`src/rtl/cnn_acc_pkg.sv`:
```
// ============================================================================
// cnn_acc_pkg : shared state encoding and default widths for conv accumulators
// Rev 1.0
// ============================================================================
`default_nettype none

package cnn_acc_pkg;

  localparam int PROD_WIDTH = 23;
  localparam int TAPS       = 25;
  localparam int ACC_WIDTH  = 32;
  localparam int BIAS_WIDTH = 14;
  localparam int SHIFT      = 8;
  localparam int OUT_WIDTH  = 14;
  localparam int OUT_MAX    = (1 << (OUT_WIDTH - 1)) - 1;

  typedef enum logic [1:0] {
    S_IDLE = 2'd0,
    S_ACC  = 2'd1,
    S_HOLD = 2'd2
  } state_t;

endpackage

`default_nettype wire

```
`src/rtl/cnn_conv1_acc_relu_if.sv`:
```
// ============================================================================
// cnn_conv1_acc_relu_if : tap-in / activation-out handshake bundle
// Rev 1.0
// ============================================================================
`default_nettype none

interface cnn_conv1_acc_relu_if #(
  parameter int PROD_WIDTH = cnn_acc_pkg::PROD_WIDTH,
  parameter int BIAS_WIDTH = cnn_acc_pkg::BIAS_WIDTH,
  parameter int OUT_WIDTH  = cnn_acc_pkg::OUT_WIDTH
);

  logic signed [PROD_WIDTH-1:0] in_prod;
  logic                         in_valid;
  logic                         in_ready;
  logic signed [BIAS_WIDTH-1:0] bias;
  logic        [OUT_WIDTH-1:0]  out_data;
  logic                         out_valid;
  logic                         out_ready;

  // slave is the accumulator; master is the surrounding datapath
  modport slave (
    input  in_prod, in_valid, bias, out_ready,
    output in_ready, out_data, out_valid
  );

  modport master (
    output in_prod, in_valid, bias, out_ready,
    input  in_ready, out_data, out_valid
  );

endinterface

`default_nettype wire

```
`src/rtl/cnn_acc_requant.sv`:
```
// ============================================================================
// cnn_acc_requant : round, arithmetic shift, ReLU and saturate (combinational)
// CNN_ACC_ROUND_EN selects round-half-up instead of floor truncation.
// Rev 1.0
// ============================================================================
`default_nettype none

module cnn_acc_requant #(
  parameter int ACC_WIDTH = cnn_acc_pkg::ACC_WIDTH,
  parameter int SHIFT     = cnn_acc_pkg::SHIFT,
  parameter int OUT_WIDTH = cnn_acc_pkg::OUT_WIDTH
) (
  input  logic signed [ACC_WIDTH-1:0] sum,
  output logic        [OUT_WIDTH-1:0] act
);

  // One guard bit so adding the rounding constant can never wrap.
  localparam int EXT_W = ACC_WIDTH + 1;

`ifdef CNN_ACC_ROUND_EN
  localparam logic signed [EXT_W-1:0] RND = EXT_W'(1) <<< (SHIFT - 1);
`else
  localparam logic signed [EXT_W-1:0] RND = '0;
`endif

  localparam logic signed [EXT_W-1:0] OUT_MAX_EXT = EXT_W'((64'd1 << (OUT_WIDTH - 1)) - 64'd1);

  logic signed [EXT_W-1:0] rounded;
  logic signed [EXT_W-1:0] shifted;

  always_comb begin
    rounded = {sum[ACC_WIDTH-1], sum} + RND;
    shifted = rounded >>> SHIFT;
    act     = '0;
    if (shifted[EXT_W-1]) begin
      act = '0;
    end else if (shifted > OUT_MAX_EXT) begin
      act = OUT_WIDTH'(OUT_MAX_EXT);
    end else begin
      act = shifted[OUT_WIDTH-1:0];
    end
  end

endmodule

`default_nettype wire

```
`src/rtl/cnn_conv1_acc_relu.sv`:
```
// ============================================================================
// cnn_conv1_acc_relu : conv1 window accumulator with bias, requant and ReLU
// Rounding mode selected by CNN_ACC_ROUND_EN (see cnn_acc_requant).
// Rev 1.0
// ============================================================================
`default_nettype none

module cnn_conv1_acc_relu #(
  parameter int PROD_WIDTH = cnn_acc_pkg::PROD_WIDTH,
  parameter int TAPS       = cnn_acc_pkg::TAPS,
  parameter int ACC_WIDTH  = cnn_acc_pkg::ACC_WIDTH,
  parameter int BIAS_WIDTH = cnn_acc_pkg::BIAS_WIDTH,
  parameter int SHIFT      = cnn_acc_pkg::SHIFT,
  parameter int OUT_WIDTH  = cnn_acc_pkg::OUT_WIDTH
) (
  input  logic                  ap_clk,
  input  logic                  ap_rst_n,
  cnn_conv1_acc_relu_if.slave   bus
);

  import cnn_acc_pkg::*;

  localparam int                CNT_W = (TAPS > 1) ? $clog2(TAPS) : 1;
  localparam logic [CNT_W-1:0]  LAST  = CNT_W'(TAPS - 1);

  state_t                  state_q, state_d;
  logic [CNT_W-1:0]        count_q, count_d;
  logic signed [ACC_WIDTH-1:0] acc_q, acc_d;
  logic [OUT_WIDTH-1:0]    out_data_q, out_data_d;
  logic                    out_valid_q, out_valid_d;

  logic signed [ACC_WIDTH-1:0] prod_ext;
  logic signed [ACC_WIDTH-1:0] bias_ext;
  logic signed [ACC_WIDTH-1:0] tap_sum;
  logic [OUT_WIDTH-1:0]    act;
  logic                    in_ready;
  logic                    take;
  logic                    last_tap;

  assign prod_ext = {{(ACC_WIDTH - PROD_WIDTH){bus.in_prod[PROD_WIDTH-1]}}, bus.in_prod};
  assign bias_ext = {{(ACC_WIDTH - BIAS_WIDTH){bus.bias[BIAS_WIDTH-1]}}, bus.bias} <<< SHIFT;

  // The first tap seeds the window with the pre-scaled bias instead of the old sum.
  assign tap_sum  = (count_q == '0) ? (bias_ext + prod_ext) : (acc_q + prod_ext);

  assign in_ready = (state_q == S_HOLD) ? bus.out_ready : 1'b1;
  assign take     = bus.in_valid & in_ready;
  assign last_tap = (count_q == LAST);

  cnn_acc_requant #(
    .ACC_WIDTH (ACC_WIDTH),
    .SHIFT     (SHIFT),
    .OUT_WIDTH (OUT_WIDTH)
  ) u_requant (
    .sum (tap_sum),
    .act (act)
  );

  always_comb begin
    state_d     = state_q;
    count_d     = count_q;
    acc_d       = acc_q;
    out_data_d  = out_data_q;
    out_valid_d = out_valid_q;

    if ((state_q == S_HOLD) && bus.out_ready) begin
      out_valid_d = 1'b0;
      state_d     = S_IDLE;
    end

    // A tap taken in S_HOLD is the next window's first tap (count is already 0).
    if (take) begin
      acc_d = tap_sum;
      if (last_tap) begin
        count_d     = '0;
        out_data_d  = act;
        out_valid_d = 1'b1;
        state_d     = S_HOLD;
      end else begin
        count_d = count_q + CNT_W'(1);
        state_d = S_ACC;
      end
    end
  end

  always_ff @(posedge ap_clk or negedge ap_rst_n) begin
    if (!ap_rst_n) begin
      state_q     <= S_IDLE;
      count_q     <= '0;
      acc_q       <= '0;
      out_data_q  <= '0;
      out_valid_q <= 1'b0;
    end else begin
      state_q     <= state_d;
      count_q     <= count_d;
      acc_q       <= acc_d;
      out_data_q  <= out_data_d;
      out_valid_q <= out_valid_d;
    end
  end

  assign bus.in_ready  = in_ready;
  assign bus.out_data  = out_data_q;
  assign bus.out_valid = out_valid_q;

endmodule

`default_nettype wire

```
`src/flat_wrapper.sv`:
```
// flat-port wrapper written by rule: the top's interface ports become plain ports
module cnn_conv1_acc_relu_flat import cnn_acc_pkg::*;
#(
  parameter int PROD_WIDTH = cnn_acc_pkg::PROD_WIDTH,
  parameter int TAPS       = cnn_acc_pkg::TAPS,
  parameter int ACC_WIDTH  = cnn_acc_pkg::ACC_WIDTH,
  parameter int BIAS_WIDTH = cnn_acc_pkg::BIAS_WIDTH,
  parameter int SHIFT      = cnn_acc_pkg::SHIFT,
  parameter int OUT_WIDTH  = cnn_acc_pkg::OUT_WIDTH
)
  (ap_clk, ap_rst_n, bus_in_prod, bus_in_valid, bus_bias, bus_out_ready, bus_in_ready, bus_out_data, bus_out_valid);
  cnn_conv1_acc_relu_if #(.PROD_WIDTH(PROD_WIDTH), .BIAS_WIDTH(BIAS_WIDTH), .OUT_WIDTH(OUT_WIDTH)) bus_i ();
  input  logic ap_clk;
  input  logic ap_rst_n;
  input wire logic [$bits(bus_i.in_prod)-1:0] bus_in_prod;
  input wire logic [$bits(bus_i.in_valid)-1:0] bus_in_valid;
  input wire logic [$bits(bus_i.bias)-1:0] bus_bias;
  input wire logic [$bits(bus_i.out_ready)-1:0] bus_out_ready;
  output wire logic [$bits(bus_i.in_ready)-1:0] bus_in_ready;
  output wire logic [$bits(bus_i.out_data)-1:0] bus_out_data;
  output wire logic [$bits(bus_i.out_valid)-1:0] bus_out_valid;
  assign bus_i.in_prod = bus_in_prod;
  assign bus_i.in_valid = bus_in_valid;
  assign bus_i.bias = bus_bias;
  assign bus_i.out_ready = bus_out_ready;
  assign bus_in_ready = bus_i.in_ready;
  assign bus_out_data = bus_i.out_data;
  assign bus_out_valid = bus_i.out_valid;
  cnn_conv1_acc_relu #(.PROD_WIDTH(PROD_WIDTH), .TAPS(TAPS), .ACC_WIDTH(ACC_WIDTH), .BIAS_WIDTH(BIAS_WIDTH), .SHIFT(SHIFT), .OUT_WIDTH(OUT_WIDTH)) u_core (.ap_clk(ap_clk), .ap_rst_n(ap_rst_n), .bus(bus_i));
endmodule
```
`config.mk`:
```
export PLATFORM = sky130hd
export DESIGN_NAME = cnn_conv1_acc_relu_flat
export DESIGN_NICKNAME = d
export VERILOG_FILES = /design/src/rtl/cnn_acc_pkg.sv /design/src/rtl/cnn_conv1_acc_relu_if.sv /design/src/rtl/cnn_acc_requant.sv /design/src/rtl/cnn_conv1_acc_relu.sv /design/src/flat_wrapper.sv
export SDC_FILE = /design/constraint.sdc
export NUM_CORES = 1
export LEC_CHECK = 0
export ABC_CLOCK_PERIOD_IN_PS = 4500
export CORE_UTILIZATION = 50
export DETAILED_ROUTE_END_ITERATION = 7
export PLACE_DENSITY = 0.73
export REMOVE_ABC_BUFFERS = 1
export SYNTH_ARGS = -nofsm -noshare
export SYNTH_HDL_FRONTEND = slang
export SYNTH_SLANG_ARGS = --single-unit
```
`constraint.sdc`:
```
create_clock -name ap_clk -period 4.5 [get_ports ap_clk]
set_input_delay 0.45 -clock ap_clk [delete_from_list [all_inputs] [get_ports ap_clk]]
set_output_delay 0.45 -clock ap_clk [all_outputs]
set_load 0.01 [all_outputs]
```
==> run summary, run 1 <==
STA classifies the critical path endpoint as a flop. The largest stage delay on the critical path is 480 ps. The via total after detailed routing is 4,682. The fraction of the mapped netlist area in simple logic gates came out at 20.7%. For this design, the slowest cell found on the critical path is sky130_fd_sc_hd__clkdlybuf4s50_1.

The fraction of power consumed by sequential logic came out at 23.5%. The static leakage is 2.37 nW. In the final layout, the share of cells above drive strength 1 is 6.71%. For the final database, setup skew stands at 13.3 ps. The number of buffers added for setup after CTS came out at 0. Among the stages of the critical path, the cell type that occurs most often is sky130_fd_sc_hd__a21oi_1. Global routing used 28.0% of the available tracks. Of the total synthesized cell area, the portion taken by full adders, half adders and majority gates is 12.9%. The hold slack came out at 250 ps.

In this run, synthesis inferred 0 flip-flops with an integrated enable. The net load switching power came out at 1.81 mW. The share of the clock period used by the worst path is 83.3%. After detailed routing, the number of vias per cell comes to 5.96. The flow ran to the end, and the final reports show no timing, DRC or antenna violations.

The clock buffer count from CTS is 5. Sorting the synthesized cells by area gives the leading types as sky130_fd_sc_hd__dfrtp_1 27%, sky130_fd_sc_hd__ha_1 12%, sky130_fd_sc_hd__nand2_1 5.9%, sky130_fd_sc_hd__a21oi_1 5.9%, sky130_fd_sc_hd__o21ai_0 5.3%. The share of Yosys cell area claimed by the top area cell type is 27.3%. The synthesized-area fraction occupied by ao, oa, aoi and oai cells came out at 27.8%. The routability congestion estimate came out at 0.935. Summing every instance area after synthesis gives 0.00495 mm^2. The number of H-tree branching levels came out at 2. The register area share after synthesis is 27.3%. The number of port buffers is 56. The count of mapped cells out of synthesis came out at 611. The register bit total from synthesis came out at 54. The number of antenna violations at the first check in global routing came to 0. The final total power came out at 3.73 mW. The number of hold-slack violations in the final timing report came to 0. The final design utilization is 60.6%. For the worst setup path, the data required time is 4700 ps. The number of setup violations in the final report came out at 0. The arrival time of data at the critical path endpoint is 3950 ps. The number of sinks on the clock net came out at 54. The final count of pins violating max slew is 0. A synthesized cell averages 8.10 um^2.

Counting distinct cell types in the post-synthesis netlist gives 62. The die height came out at 101 um. The number of core rows is 35. The number of violations reported at the end of detailed-routing iteration 0 is 225.

The mux cell area share after synthesis came out at 1.42%. The number of top-level design ports came out at 57. Once detailed placement completed, the half-perimeter wirelength came to 10.3 mm. The highest net fanout along the worst path came out at 13. IR analysis of the VDD net gives a maximum drop of 0.315 mV. Traced cell by cell, the critical path runs through clkdlybuf4s50_1 -> ha_1 -> inv_1 -> fa_1 -> nand2b_1 -> a21oi_1 -> o21ai_1 -> a21oi_1 -> a21boi_0 -> xor2_1 -> o2111ai_2 -> nor4_4 -> buf_4 -> a211oi_1. The critical path class is input port to flop. The overflow left after global routing came out at 0. Setup repair after global routing left no endpoint under its margin. For this run, the number of Yosys warnings is 0. The horizontal die dimension is 101 um. The clock tree from TritonCTS is yes. The net switching fraction of the power came out at 48.5%. The final layout contains 746 nets.

The commonest cells after synthesis are 78 x sky130_fd_sc_hd__nand2_1, 58 x sky130_fd_sc_hd__a21oi_1, 54 x sky130_fd_sc_hd__dfrtp_1, 54 x sky130_fd_sc_hd__nor2_1, 52 x sky130_fd_sc_hd__o21ai_0. Entering global routing, the biggest net connects 55 pins. The post-route antenna net violation count is 0.

The number of global-route vias before repair came to 4,701. The most used flip-flop cell after synthesis is sky130_fd_sc_hd__dfrtp_1. The nature of the critical path startpoint is an input port. The post-synthesis xor/xnor area fraction is 6.37%. Buffers inserted to repair hold after CTS numbered 0.

The internal power is 1.92 mW. The largest buffer count on any clock path is 2. The max capacitance violation total came out at 0.

The root buffer cell is sky130_fd_sc_hd__clkbuf_8. The final wirelength came out at 13.5 mm. The power density over cell area is 653 mW/mm^2.

The main combinational cell family by area after synthesis is compound AO/OA/AOI/OAI gates. Summed over all failing endpoints, the final setup total negative slack is 0 ps. The antenna diode count came out at 0. The largest total area in the synthesized netlist belongs to sky130_fd_sc_hd__dfrtp_1.

The starting utilization of the core area is 52.6%. The part of the power in combinational logic is 68.3%. Headroom to the max-slew limit came out at 52.6%.

The transition time at the pin with the least slew margin came out at 712 ps. The die outline area is 0.0103 mm^2. The first-pass GRT wire length is 22.6 mm. By instance count, the leading cell after synthesis is sky130_fd_sc_hd__nand2_1. The part of the total power dissipated in the clock network is 8.2%. After clock tree synthesis, the clock-pin slew on the worst setup and hold paths is 110 ps. The worst hold path belongs to the class input port to asynchronous set/reset pin. The layout overhead on the synthesized area came out at 15.3%. After floorplanning, the core was sized to cover 0.00942 mm^2. The number of cells upsized or downsized after cts is 0. The maximum frequency from static timing analysis is 267 MHz.

The shortest clock period the worst path allows after layout is 3750 ps. The routed wire length per instance came out at 17.2 um. The detailed-route DRC error count is 0. The first-pass iteration count of the detailed router is 4. The clock network latency to the later pin of the worst-skew pair came out at 320 ps. After synthesis, the share of flip-flops with an asynchronous set or reset is 100%.
-- cell families after synthesis --
group | count (synthesis)
XOR/XNOR | 36
flip-flops | 54
AND/OR/NAND/NOR | 214
multiplexers | 7
buffers and inverters | 42
adder cells (fa/ha/maj) | 50
AO/OA/AOI/OAI | 208
-- metal layers --
| metal | part of all wire [%] | vias to the layer above | GRT usage [%] | routed length, um |
|---|---|---|---|---|
| met2 | 48 | 116 | 50.1 | 6490 |
| met3 | 3.7 | 19 | 3.45 | 504 |
| met4 | 1.9 | 0 | 8.14 | 258 |
| li1 | - | 2312 | - | - |
| met5 | 0 | - | 0 | 0 |
| met1 | 46 | 2235 | 35.3 | 6220 |
-- worst max-delay path: cells and delay by family --
family	cells	cell delay, ps
AND/OR/NAND/NOR	2	330
buffers and inverters	3	850
XOR/XNOR	1	280
AO/OA/AOI/OAI	6	1420
adder cells (fa/ha/maj)	2	610
-- path summary, 6_finish.rpt --
path | startpoint | end | slack, ps | cells after the start
max | bus_in_prod[0] | u_core.bus.out_data[1] | 750 | 14
max reg2reg | u_core.acc_q[0] | u_core.bus.out_data[1] | 1000 | 13
min reg2reg | u_core.bus.out_data[13] | u_core.bus.out_data[13] | 490 | 1
min | ap_rst_n | u_core.bus.out_data[7] | 250 | 2
min in group ap_clk | u_core.bus.out_data[13] | u_core.bus.out_data[13] | 490 | 1
max in group asynchronous | ap_rst_n | u_core.acc_q[25] | 3760 | 2
-- power by group through the flow --
stage	Clock, mW	Combinational, mW	Sequential, mW
after floorplan	0	1.83	0.878
after global placement	0	2.47	0.878
after detailed placement	0	2.52	0.885
after CTS	0.311	2.53	0.876
after global routing	0.324	2.84	0.906
final	0.305	2.55	0.877
-- area by class of cell --
cell class | instances | area [um^2]
Fill cell | 851 | 3710
Multi-Input combinational cell | 515 | 3430
Sequential cell | 54 | 1350
Timing Repair Buffer | 64 | 616
Tap cell | 129 | 161
Clock buffer | 7 | 86.3
Inverter | 15 | 56.3
Clock inverter | 1 | 8.76
-- placed cells by master, fill, tap and decap left out, types with 2 or more instances in the layout --
| cell type | count |
|---|---|
| sky130_fd_sc_hd__nand2b_1 | 8 |
| sky130_fd_sc_hd__a211oi_2 | 12 |
| sky130_fd_sc_hd__nor3_1 | 7 |
| sky130_fd_sc_hd__xnor2_1 | 21 |
| sky130_fd_sc_hd__xor2_1 | 15 |
| sky130_fd_sc_hd__and3_1 | 3 |
| sky130_fd_sc_hd__o21ai_1 | 12 |
| sky130_fd_sc_hd__or3_1 | 4 |
| sky130_fd_sc_hd__nand3_1 | 13 |
| sky130_fd_sc_hd__nand2_1 | 78 |
| sky130_fd_sc_hd__o21a_1 | 10 |
| sky130_fd_sc_hd__fa_1 | 2 |
| sky130_fd_sc_hd__o22ai_1 | 3 |
| sky130_fd_sc_hd__and4_1 | 4 |
| sky130_fd_sc_hd__a21oi_1 | 58 |
| sky130_fd_sc_hd__nor3b_1 | 2 |
| sky130_fd_sc_hd__mux2i_1 | 7 |
| sky130_fd_sc_hd__a22o_1 | 2 |
| sky130_fd_sc_hd__a21o_1 | 8 |
| sky130_fd_sc_hd__a31oi_1 | 8 |
| sky130_fd_sc_hd__a21boi_0 | 4 |
| sky130_fd_sc_hd__o31ai_1 | 3 |
| sky130_fd_sc_hd__o211ai_1 | 7 |
| sky130_fd_sc_hd__o21ai_0 | 52 |
| sky130_fd_sc_hd__nor4_1 | 4 |
| sky130_fd_sc_hd__o21bai_1 | 2 |
| sky130_fd_sc_hd__nor2_1 | 54 |
| sky130_fd_sc_hd__clkbuf_8 | 6 |
| sky130_fd_sc_hd__or2_2 | 2 |
| sky130_fd_sc_hd__ha_1 | 48 |
| sky130_fd_sc_hd__a211oi_1 | 10 |
| sky130_fd_sc_hd__inv_1 | 15 |
| sky130_fd_sc_hd__and2_1 | 6 |
| sky130_fd_sc_hd__o2111ai_2 | 2 |
| sky130_fd_sc_hd__nand4_1 | 12 |
| sky130_fd_sc_hd__buf_4 | 8 |
| sky130_fd_sc_hd__nor2b_1 | 10 |
| sky130_fd_sc_hd__dfrtp_1 | 54 |
| sky130_fd_sc_hd__clkdlybuf4s50_1 | 55 |
-- sequential cells by signal, indices dropped and copies added (netlist names) --
name and flops:
u_core.count_q 5, u_core.bus.out_valid 1, u_core.acc_q 32, u_core.bus.out_data 14, u_core.state_q 2
-- metrics by stage --
step	cells	worst slack, ps	instance area [um^2]
floorplan	584	91.1	4830
global placement	777	461	5610
global route	785	482	5710
CTS	785	808	5710
detailed placement	777	461	5610
finish	785	753	5710
Note: power is estimated with default switching activity, not from simulation.
==> run 2, diff against run 1 <==
Settings changed: ABC_CLOCK_PERIOD_IN_PS 4500 to 3400, PLACE_DENSITY 0.73 to 0.76.
Clock period 4.5 ns to 3.4 ns, I/O delays scaled along.
==> run 2 against run 1 <==
  * Clock skew is 0.80 ps higher
  * Global-route usage is 0.98 points higher
  * Sequential power is 32% higher
  * Clock power is 37% higher
  * Worst hold slack worse by 220 ps
  * Critical path depth stayed put
  * Largest cell class unchanged
  * Via count is 6.8% higher
  * Wire length is 7.1% higher
  * Critical path type unchanged
  * Sequential share of layout area is 1.6 points lower
  * Combinational power is 48% higher
==> run summary, run 2 (synthesis results as in run 1) <==
The horizontal die dimension came out at 101 um (unchanged). The core outline area came out at 0.00942 mm^2 (unchanged). The clock tree from TritonCTS is yes.

The busiest metal layer after global routing is met2. The first-pass GRT wire length is 23.4 mm (+3.4%). The data required time at the worst endpoint came out at 3590 ps (-1110 ps). The min-delay analysis places its worst path in the category input port to asynchronous set/reset pin. The maximum vdd ir drop was 0.384 mV (+22%). The clock transition at the registers of the reported paths is 120 ps (about the same). The fraction of power consumed by sequential logic came out at 21.6% (-1.9 points).

The first-pass iteration count of the detailed router came out at 5 (+1). The number of top-level design ports came out at 57 (unchanged). The final count of pins violating max slew is 0 (unchanged). The number of port buffers came to 56 (unchanged). The number of violations reported at the end of detailed-routing iteration 0 was 346 (+54%). The flow ran to the end, and the final reports show no timing, DRC or antenna violations.

The die outline area came out at 0.0103 mm^2 (unchanged). The fraction of layout cells with a size suffix above 1 came out at 13.8% (+7.1 points). The static leakage is 2.61 nW (+10%).

More flip-flops sit in one register than any other, and that register is u_core.acc_q. The post-route antenna net violation count is 0 (unchanged). The share of the clock period used by the worst path came out at 95.7%. The clock buffer count from CTS came out at 5 (unchanged).

The pre-CTS setup slack is -171 ps (-632 ps). The largest buffer count on any clock path came out at 2 (unchanged). The max capacitance violation total is 0 (unchanged). The shortest clock period the worst path allows after layout is 3260 ps. The power density over cell area is 876 mW/mm^2 (+34%).

The detailed-route DRC error count is 0 (unchanged). The clock network latency to the later pin of the worst-skew pair was 320 ps (about the same). The net switching fraction of the power was 47.0% (-1.5 points). The final worst-path setup slack is 145 ps (-608 ps). The number of buffers added for setup after CTS came out at 0 (unchanged). The overflow left after global routing is 0 (unchanged). The highest net fanout along the worst path is 13 (unchanged).

The maximum number of pins on one net before global-route repair is 43 (-22%). The final wirelength is 14.4 mm (+7.1%). The total global routing track utilization is 29.0% (+0.98 points). The kind of capture point of the worst setup path is a flop. The final total power was 5.36 mW (+44%). The root buffer cell is sky130_fd_sc_hd__clkbuf_8. The transition time at the pin with the least slew margin is 668 ps (-43.8 ps).

The flip-flop count of the largest register after layout is 32 (unchanged). The part of the total power dissipated in the clock network is 7.8% (-0.4 points). Leaving out fill and tap cells, the most frequent cell in the layout is sky130_fd_sc_hd__nand2_1. Based on the critical path, the design can be clocked at up to 307 MHz. The number of setup violations in the final report came to 0 (unchanged). The total half-perimeter wirelength after legalization and detailed placement came out at 11.3 mm (+9.4%). The met1 track utilization from global routing came out at 38.0% (+2.7 points). The routed wire length per instance is 17.3 um (+0.79%). Leaving out fill and tap cells, the most frequent cells in the layout are 78 x sky130_fd_sc_hd__nand2_1, 57 x sky130_fd_sc_hd__a21oi_1, 55 x sky130_fd_sc_hd__clkdlybuf4s50_1, 55 x sky130_fd_sc_hd__buf_4. The global-route met2 utilization is 49.0% (-1.1 points). The via count normalized by instance count came out at 6.00 (+0.52%). The area of the multi-input gates came to 0.00344 mm^2 (+0.40%). The part of the power in combinational logic came to 70.5% (+2.2 points).

The internal power came to 2.84 mW (+48%). The number of antenna violations at the first check in global routing came out at 0 (unchanged). The number of H-tree branching levels was 2 (unchanged).

The arrival time of data at the critical path endpoint is 3450 ps (-500 ps). The maximum clock skew at final layout came out at 14.1 ps (+0.799 ps). The die height came out at 101 um (unchanged). The number of global-route vias before repair is 4,892 (+4.1%). The worst max-slew margin expressed relative to the limit is 55.5% (+2.9 points). The count of nets after finishing is 795 (+6.6%). The number of hold-slack violations in the final timing report came to 0 (unchanged). The via total after detailed routing was 5,000 (+6.8%). The routability congestion estimate is 1.03 (+9.9%). The number of sinks on the clock net is 54 (unchanged). Setup repair after global routing left no endpoint under its margin. The net load switching power is 2.52 mW (+39%). The number of buffers inserted by hold repair at cts came out at 0 (unchanged).

The layout overhead on the synthesized area came out at 23.6%. The nature of the critical path startpoint is an input port. The number of core rows is 35 (unchanged). The number of fill cells in the layout was 820 (-3.6%). The starting utilization of the core area is 52.6% (unchanged). The sequential cell area was 0.00135 mm^2 (unchanged).

The met3 global-route usage is 3.73% (+0.28 points). The critical path is of the input port to flop type. The antenna diode count came out at 0 (unchanged).
[run 2: worst paths after layout]
check	from	depth (start not counted)	to	slack, ps
setup / recovery	bus_in_prod[22]	14	u_core.bus.out_data[1]	140
hold / removal	ap_rst_n	1	u_core.bus.out_data[7]	30
setup reg to reg	u_core.acc_q[0]	15	u_core.bus.out_data[1]	270
hold reg to reg	u_core.acc_q[11]	2	u_core.acc_q[11]	500
max in group asynchronous	ap_rst_n	2	u_core.count_q[4]	2530
min in group ap_clk	u_core.acc_q[11]	2	u_core.acc_q[11]	500
[run 2: critical path: stages]
cell	delay, ps
sky130_fd_sc_hd__clkdlybuf4s50_1	490
sky130_fd_sc_hd__buf_4	200
sky130_fd_sc_hd__ha_1	320
sky130_fd_sc_hd__buf_4	160
sky130_fd_sc_hd__o21ai_0	90
sky130_fd_sc_hd__nor2_1	180
sky130_fd_sc_hd__nor4_1	70
sky130_fd_sc_hd__nor4_1	490
sky130_fd_sc_hd__nor4_2	100
sky130_fd_sc_hd__xnor2_1	160
sky130_fd_sc_hd__o21a_1	220
sky130_fd_sc_hd__nor4_4	330
sky130_fd_sc_hd__buf_12	210
sky130_fd_sc_hd__a211oi_1	80
[run 2: power by group through the flow]
stage | combinational [mW] | sequential, mW | clock [mW]
after floorplan | 2.42 | 1.16 | 0
after global placement | 3.64 | 1.15 | 0
after detailed placement | 3.70 | 1.17 | 0
after CTS | 3.73 | 1.16 | 0.421
after global routing | 4.16 | 1.19 | 0.445
final | 3.78 | 1.16 | 0.419
[run 2: final cells by class]
class | count | area share, %
well taps | 129 | 2.64
repair buffers | 113 | 16.5
flip-flops and latches | 54 | 22.1
clock buffers | 6 | 1.35
inverters | 15 | 0.920
clock inverters | 2 | 0.266
multi-input cells | 515 | 56.3
[run 2: what timing repair did]
action | in CTS | in global routing
resized for setup | 0 | 3
endpoints found under the setup margin | 0 | 2
endpoints found under the hold margin | 0 | 0
[run 2: per-stage QoR]
step / util, % / area (um^2) / instances / hold WS, ps / setup TNS [ps]
after floorplan: - / 4830 / 584 / 44.4 / -13320
after global placement: 63.8 / 6010 / 826 / 402 / -1050
after detailed placement: 63.8 / 6010 / 826 / 408 / -2040
after CTS: 64.8 / 6100 / 834 / 64.2 / 0
after global routing: 65.0 / 6120 / 834 / 84.1 / 0
final: 65.0 / 6120 / 834 / 31.4 / 0
[run 2: routing by layer]
metal / routed length (um) / vias up / part of all wire (%)
met5: 0 / - / 0
li1: - / 2414 / -
met3: 623 / 40 / 4.3
met2: 6920 / 166 / 48
met1: 6450 / 2380 / 45
met4: 445 / 0 / 3.1
==> run 3, diff against run 2 <==
Settings changed: SLEW_MARGIN from default to 20.
==> results of run 3 <==
Same layout as run 2: the final DEF is identical, and so are final timing and power.
